**src/rtl/encrypt_pkg.sv**
```systemverilog
// rtl/encrypt_pkg.sv - shared widths, permutation table type, FSM states and helpers
package encrypt_pkg;

    localparam int DATA_W = 8;
    localparam int PERM_W = 3;

    typedef logic [PERM_W-1:0] perm_idx_t;
    typedef perm_idx_t [DATA_W-1:0] perm_table_t;

    typedef enum logic [1:0] {
        ST_IDLE  = 2'd0,
        ST_CHECK = 2'd1,
        ST_DRAIN = 2'd2,
        ST_APPLY = 2'd3
    } perm_state_e;

    function automatic perm_table_t identity_table();
        perm_table_t t;
        for (int i = 0; i < DATA_W; i++) begin
            t[i] = PERM_W'(i);
        end
        return t;
    endfunction

    function automatic logic [DATA_W-1:0] permute(input logic [DATA_W-1:0] data,
                                                   input perm_table_t      t);
        logic [DATA_W-1:0] r;
        for (int i = 0; i < DATA_W; i++) begin
            r[i] = data[t[i]];
        end
        return r;
    endfunction

    // Eight 3-bit entries are pairwise distinct exactly when every source bit is hit.
    function automatic logic is_bijection(input perm_table_t t);
        logic [DATA_W-1:0] seen;
        seen = '0;
        for (int i = 0; i < DATA_W; i++) begin
            seen[t[i]] = 1'b1;
        end
        return &seen;
    endfunction

endpackage

```
**src/rtl/encrypt_out_buf.sv**
```systemverilog
// rtl/encrypt_out_buf.sv - 2-entry in-order output buffer with push/pop/count
module encrypt_out_buf
    import encrypt_pkg::*;
(
    input  logic              clk,
    input  logic              rst_ni,
    input  logic              push_i,
    input  logic [DATA_W-1:0] push_data_i,
    input  logic              pop_i,
    output logic [DATA_W-1:0] pop_data_o,
    output logic [1:0]        count_o
);

    logic [1:0][DATA_W-1:0] mem_q;
    logic                   wr_ptr_q;
    logic                   rd_ptr_q;
    logic [1:0]             count_q;
    logic [1:0]             count_d;
    logic                   do_push;
    logic                   do_pop;

    assign do_push = push_i && (count_q != 2'd2);
    assign do_pop  = pop_i && (count_q != 2'd0);

    always_comb begin
        count_d = count_q;
        case ({do_push, do_pop})
            2'b10:   count_d = count_q + 2'd1;
            2'b01:   count_d = count_q - 2'd1;
            default: count_d = count_q;
        endcase
    end

    always_ff @(posedge clk or negedge rst_ni) begin
        if (!rst_ni) begin
            mem_q    <= '0;
            wr_ptr_q <= 1'b0;
            rd_ptr_q <= 1'b0;
            count_q  <= 2'd0;
        end else begin
            if (do_push) begin
                mem_q[wr_ptr_q] <= push_data_i;
                wr_ptr_q        <= ~wr_ptr_q;
            end
            if (do_pop) begin
                rd_ptr_q <= ~rd_ptr_q;
            end
            count_q <= count_d;
        end
    end

    assign pop_data_o = mem_q[rd_ptr_q];
    assign count_o    = count_q;

endmodule

```
**src/rtl/encrypt_pipe_permutation.sv**
```systemverilog
// rtl/encrypt_pipe_permutation.sv - bit-permutation encryptor with shadow/active tables and safe commit
module encrypt_pipe_permutation
    import encrypt_pkg::*;
(
    input  logic              clk,
    input  logic              rst,
    input  logic              cfg_wr,
    input  logic [PERM_W-1:0] cfg_idx,
    input  logic [PERM_W-1:0] cfg_val,
    input  logic              cfg_commit,
    input  logic              in_valid,
    output logic              in_ready,
    input  logic [DATA_W-1:0] data_in,
    output logic              out_valid,
    input  logic              out_ready,
    output logic [DATA_W-1:0] data_out,
    output logic              commit_done,
    output logic              perm_err
);

    perm_state_e state_q, state_d;
    perm_table_t shadow_q, shadow_d;
    perm_table_t active_q, active_d;
    logic        perm_err_q, perm_err_d;
    logic        commit_done_q, commit_done_d;
    logic [1:0]  buf_count;
    logic        accept;

    // Gated by rst so in_ready reads 0 while reset is held.
    assign in_ready = rst && (state_q == ST_IDLE) && (buf_count != 2'd2);
    assign accept   = in_valid && in_ready;

    always_comb begin
        state_d       = state_q;
        shadow_d      = shadow_q;
        active_d      = active_q;
        perm_err_d    = perm_err_q;
        commit_done_d = 1'b0;
        case (state_q)
            ST_IDLE: begin
                if (cfg_wr) begin
                    shadow_d[cfg_idx] = cfg_val;
                end
                if (cfg_commit) begin
                    state_d = ST_CHECK;
                end
            end
            ST_CHECK: begin
                if (is_bijection(shadow_q)) begin
                    state_d = ST_DRAIN;
                end else begin
                    state_d    = ST_IDLE;
                    perm_err_d = 1'b1;
                end
            end
            ST_DRAIN: begin
                if (buf_count == 2'd0) begin
                    state_d = ST_APPLY;
                end
            end
            ST_APPLY: begin
                active_d      = shadow_q;
                commit_done_d = 1'b1;
                perm_err_d    = 1'b0;
                state_d       = ST_IDLE;
            end
            default: state_d = ST_IDLE;
        endcase
    end

    always_ff @(posedge clk or negedge rst) begin
        if (!rst) begin
            state_q       <= ST_IDLE;
            shadow_q      <= identity_table();
            active_q      <= identity_table();
            perm_err_q    <= 1'b0;
            commit_done_q <= 1'b0;
        end else begin
            state_q       <= state_d;
            shadow_q      <= shadow_d;
            active_q      <= active_d;
            perm_err_q    <= perm_err_d;
            commit_done_q <= commit_done_d;
        end
    end

    // Permuting on write freezes each beat under the table active at its acceptance.
    encrypt_out_buf u_out_buf (
        .clk         (clk),
        .rst_ni      (rst),
        .push_i      (accept),
        .push_data_i (permute(data_in, active_q)),
        .pop_i       (out_ready),
        .pop_data_o  (data_out),
        .count_o     (buf_count)
    );

    assign out_valid   = (buf_count != 2'd0);
    assign commit_done = commit_done_q;
    assign perm_err    = perm_err_q;

endmodule
```
**config.mk**
```make
export PLATFORM = sky130hd
export DESIGN_NAME = encrypt_pipe_permutation
export DESIGN_NICKNAME = d
export VERILOG_FILES = /design/src/rtl/encrypt_pkg.sv /design/src/rtl/encrypt_out_buf.sv /design/src/rtl/encrypt_pipe_permutation.sv
export SDC_FILE = /design/constraint.sdc
export NUM_CORES = 1
export LEC_CHECK = 0
export ABC_AREA = 1
export CAP_MARGIN = 10
export CORE_MARGIN = 4
export CORE_UTILIZATION = 35
export DETAILED_ROUTE_END_ITERATION = 16
export HOLD_SLACK_MARGIN = 0.02
export PLACE_DENSITY = 0.59
export RECOVER_POWER = 50
export SLEW_MARGIN = 20
export SYNTH_ARGS = -nofsm -noshare
export SYNTH_HDL_FRONTEND = slang
export SYNTH_SLANG_ARGS = --single-unit
export TNS_END_PERCENT = 50
```
**constraint.sdc**
```tcl
create_clock -name clk -period 2.4 [get_ports clk]
set_input_delay 0.48 -clock clk [delete_from_list [all_inputs] [get_ports clk]]
set_output_delay 0.48 -clock clk [all_outputs]
set_load 0.05 [all_outputs]
```
Word level (Yosys, flattened, before mapping). Cells that the tools add are included.

Bits in registers: 72. Input port bits: 20. Output and inout bits: 12. Word-level logic and storage cells: 145.

Add/subtract/negate cells: 2. $lt $le $gt $ge: 29. Equal/unequal tests: 9. Muxes and demuxes: 48. Bitwise logic cells: 9. Reduce and logical (&&, ||, !) cells: 24.

Operators by type and width (number): 3-bit by 4-bit < comparator with 1-bit output (second input constant) (17); 8-bit bitwise OR (7); 3-bit by 1-bit greater-or-equal comparator with 1-bit output (second input constant) (9); 1-bit binary-select mux with 3-bit select (8); 24-bit bitwise mux (1); 1-bit demux with 3-bit select (8); 8-bit two-way mux (3); 1-bit two-way mux (18); 16-bit bitwise mux (1); 1-bit logical AND (15); 3-bit demux with 3-bit select (1); 8-bit demux with 1-bit select (1); 2-bit != test (second input constant) (4); 2-bit one-hot mux with 4 select lines (1); 8-bit AND reduction (1); 2-bit equality test (second input constant) (3); 2-bit two-way mux (3); 2-bit AND reduction (3); 2-bit nonzero test (3); 2-bit by 1-bit equality test with 1-bit output (second input constant) (2); 2-bit logical NOT (2); 1-bit by 2-bit < comparator with 1-bit output (second input constant) (2); 2-bit one-hot mux with 2 select lines (1); 3-bit two-way mux (1); 5 further kinds (6).

Depth between registers and ports, before layout.
Word-level depth: 14. Gate-level depth with buffers: 10. Depth with buffers taken out: 10.

Cells and area by module. From an unflattened synthesis, not the netlist that was laid out.

Cell total of the unflattened synthesis: 574. Area, all modules: 4146.5 um^2.

Modules (own cells, without submodules): encrypt_pipe_permutation (instances 1, cells an instance 451, area each 3141.8 um^2, sequential area each 1331.3 um^2); encrypt_out_buf (instances 1, cells an instance 123, area each 1004.7 um^2, sequential area each 500.5 um^2).

Worst setup path after synthesis. OpenSTA, ideal clock, no wires.

Kind: register -> output. From: register u_out_buf.rd_ptr_q. To: output data_out[5]. Arrival: 1.814 ns. Data required time: 1.920 ns. Path slack: 0.106 ns. Stages on the path, launching flop included: 4. Path buffers: 2. Cell sequence: dfrtp_1 > clkbuf_1 > clkbuf_1 > o21ai_0.

Cells in the longest elaborated chain, start to end: 2.

Ends and longest elaborated chain: start: declaration (line encrypt_out_buf.sv:16) `logic rd_ptr_q;`; start signal: assignment (line encrypt_out_buf.sv:46) `rd_ptr_q <= ~rd_ptr_q;`; 8-bit two-way mux (not written as such) (2 in a row) (line encrypt_out_buf.sv:52) `assign pop_data_o = mem_q[rd_ptr_q];`; end: declaration (line encrypt_pipe_permutation.sv:16) `output logic [DATA_W-1:0] data_out,`.

Every way passes these cells. The select of a mux whose other input is x is not followed.

Worst setup path after layout.
From: register u_out_buf.count_q[1] (netlist: u_out_buf.count_o[1]). To: output out_valid.

Cells in the longest elaborated chain, start to end: 1.

Ends and longest elaborated chain: start: declaration (line encrypt_out_buf.sv:17) `logic [1:0] count_q;`; start signal: assignment (line encrypt_out_buf.sv:48) `count_q <= count_d;`; 2-bit nonzero test (line encrypt_pipe_permutation.sv:98) `assign out_valid = (buf_count != 2'd0);`; end: declaration (line encrypt_pipe_permutation.sv:14) `output logic out_valid,`.

Every way passes these cells.

==> metrics.csv <==
metric,value,unit
num_vias,3726,
core,11100,um^2
gp_congestion,0.807,
fin_area,4770,um^2
rows,38,
async_reset_ff_frac,1.00,
crit_chain,nor2_1 -> inv_1 -> clkdlybuf4s50_1,
yosysUniqueCellTypes,28,
root_buffer,clkbuf_16,
setup_viol,0,
cts_setup_buffers,0,
syn_area_per_cell,7.34,um^2
die_w,115,um
num_antenna_cells,0,
finalWirelength,9.97,mm
grt_overflow,0,
critPathLaunchType,flip-flop,
vdd_ir_drop_max,674,uV
worst_pin_slew,1.09,ns
synthCells,551,
cp-end-kind,primary output,
cp_num_buf_inv,2,
synthesis.area,4040,um^2
clkTransAtPathRegs,0.06,ns
start_util,0.365,
dpl.hpwl,7.41,mm
h-tree-depth,3,
final_util,0.431,
maxCapViolCount,0,
cp_max_fo,3,
slew_headroom,0.274,
synth_fp_nets,572,
rsz0062_at_grt,no,
leakage,2.15,nW
final_cell_mix,"135 x nand2_1, 114 x o21ai_0, 66 x nand3_1, 52 x inv_1, 50 x nor2_1",
yosysSeqAreaShare,0.453,
drive_above_1_share,0.103,
ys_ff_latch,72,
hold_class,input pin to async pin,
routed-wl-met3,462,um
grt_start_max_net_pins,50,
grt_usage,0.161,
cts_max_path_buffers,2,
ys.flop_type,dfrtp_1,
hold_viol_final,0,
drv_slew,0,
drt_iter0_drc,250,
layout.nets,606,
max_freq,0.451,GHz
placed_area,4470,um^2
required,1.92,ns
top_layer,met4,
firstDrtPassIters,5,
die_h,115,um
cpPeakStageDelay,0.82,ns
finClkSkew,0.00701,ns
clock_latency,0.33,ns
area_growth,18.0,%
synth_edf_count,0,
hold_buffers,0,
cts_resized,0,
r2r_slack,0.60,ns
die_area,13300,um^2
grt_pass1_vias,3562,
critPathTopFamily,buffers and inverters,
drc_errors,0,
powerDensity,1320,nW/um^2
final_common_cell,nand2_1,
drtAntennaViolNets,0,
cts_sinks,72,
viasPerCell,5.10,
grt_pass1_wl,17.2,mm
fin_tns_setup,0,ns
crit_type,flip-flop to primary output,
wl_met2,4.51,mm
cts_tree,built,
wl_met1,4.88,mm
antenna_found_initial,0,
fin_crit_sh,0.924,
wire_per_inst,13.7,um
ios,32,
critPathSlowestCell,clkdlybuf4s50_1,
status,"complete, no violations",
ys.warnings.count,0,
fin_crit,2.22,ns
numCtsBuffers,9,
port_buffers,31,
worstPathArrival,1.74,ns
[stage by stage]
stage / power, mW / worst slack [ns] / instances / hold WS, ns
2_1_floorplan: 4.17 / 0.106 / 551 / 0.184
3_3_place_gp: 4.89 / 0.456 / 714 / 0.496
3_5_place_dp: 4.96 / 0.436 / 714 / 0.501
4_1_cts: 6.34 / 0.169 / 730 / 0.289
5_1_grt: 6.86 / 0.117 / 730 / 0.461
6_report: 6.30 / 0.183 / 730 / 0.409
[sequential cells by signal, indices dropped and copies added, names as in the netlist, named ones only]
| register | count |
|---|---|
| u_out_buf.rd_ptr_q | 1 |
| u_out_buf.mem_q | 16 |
| perm_err | 1 |
| active_q | 24 |
| u_out_buf.wr_ptr_q | 1 |
| u_out_buf.count_o | 2 |
| shadow_q | 24 |
| state_q | 1 |
| commit_done | 1 |
[path summary, 6_finish.rpt]
path	start	endpoint	cells past startpoint
worst min register to register	active_q[20]	active_q[20]	2
worst max-delay path	u_out_buf.count_o[1]	out_valid	3
worst min-delay path	rst	u_out_buf.mem_q[3]	2
worst max register to register	flip-flop	u_out_buf.count_o[1]	8
min in group clk	active_q[20]	active_q[20]	2
max in group asynchronous	rst	shadow_q[8]	3
[Yosys cell counts, types with 2 or more instances]
cell / count / area (um^2)
nand2_1: 135 / 507
o21ai_0: 114 / 571
nand3_1: 66 / 330
inv_1: 52 / 195
nor2_1: 50 / 188
dfrtp_1: 48 / 1200
a21oi_1: 26 / 130
dfstp_2: 24 / 631
o21a_1: 8 / 60.1
clkbuf_1: 5 / 18.8
buf_2: 3 / 15.0
xnor2_1: 3 / 26.3
o21ai_2: 2 / 17.5
[per-layer routing]
metal / vias to the layer above / track usage
met5: - / 0
met1: 1709 / 0.220
met4: 0 / 0.0477
li1: 1901 / -
met3: 12 / 0.0355
met2: 104 / 0.256
[where the power goes]
part | internal [mW] | switching [mW]
Combinational | 0.901 | 1.67
Sequential | 1.80 | 0.571
Clock | 0.836 | 0.520
Total | 3.54 | 2.76
[final cells by class]
cell class / instances / area (um^2)
fillers: 1130 / 6310
inverters: 55 / 208
well taps: 140 / 175
multi-input cells: 413 / 1940
clock buffers: 10 / 239
flip-flops and latches: 72 / 1830
repair buffers: 34 / 312
clock inverters: 6 / 67.6
[kinds of logic after synthesis]
family,Yosys count,synth area share
AOI/OAI and AO/OA,151,0.197
xor gates and xnor gates,4,0.00867
adders and majority gates,1,0.00309
buffers and inverters,66,0.0675
DFF,72,0.453
and+or+nand+nor,257,0.271
No activity file was read; power rests on OpenSTA's default activity.
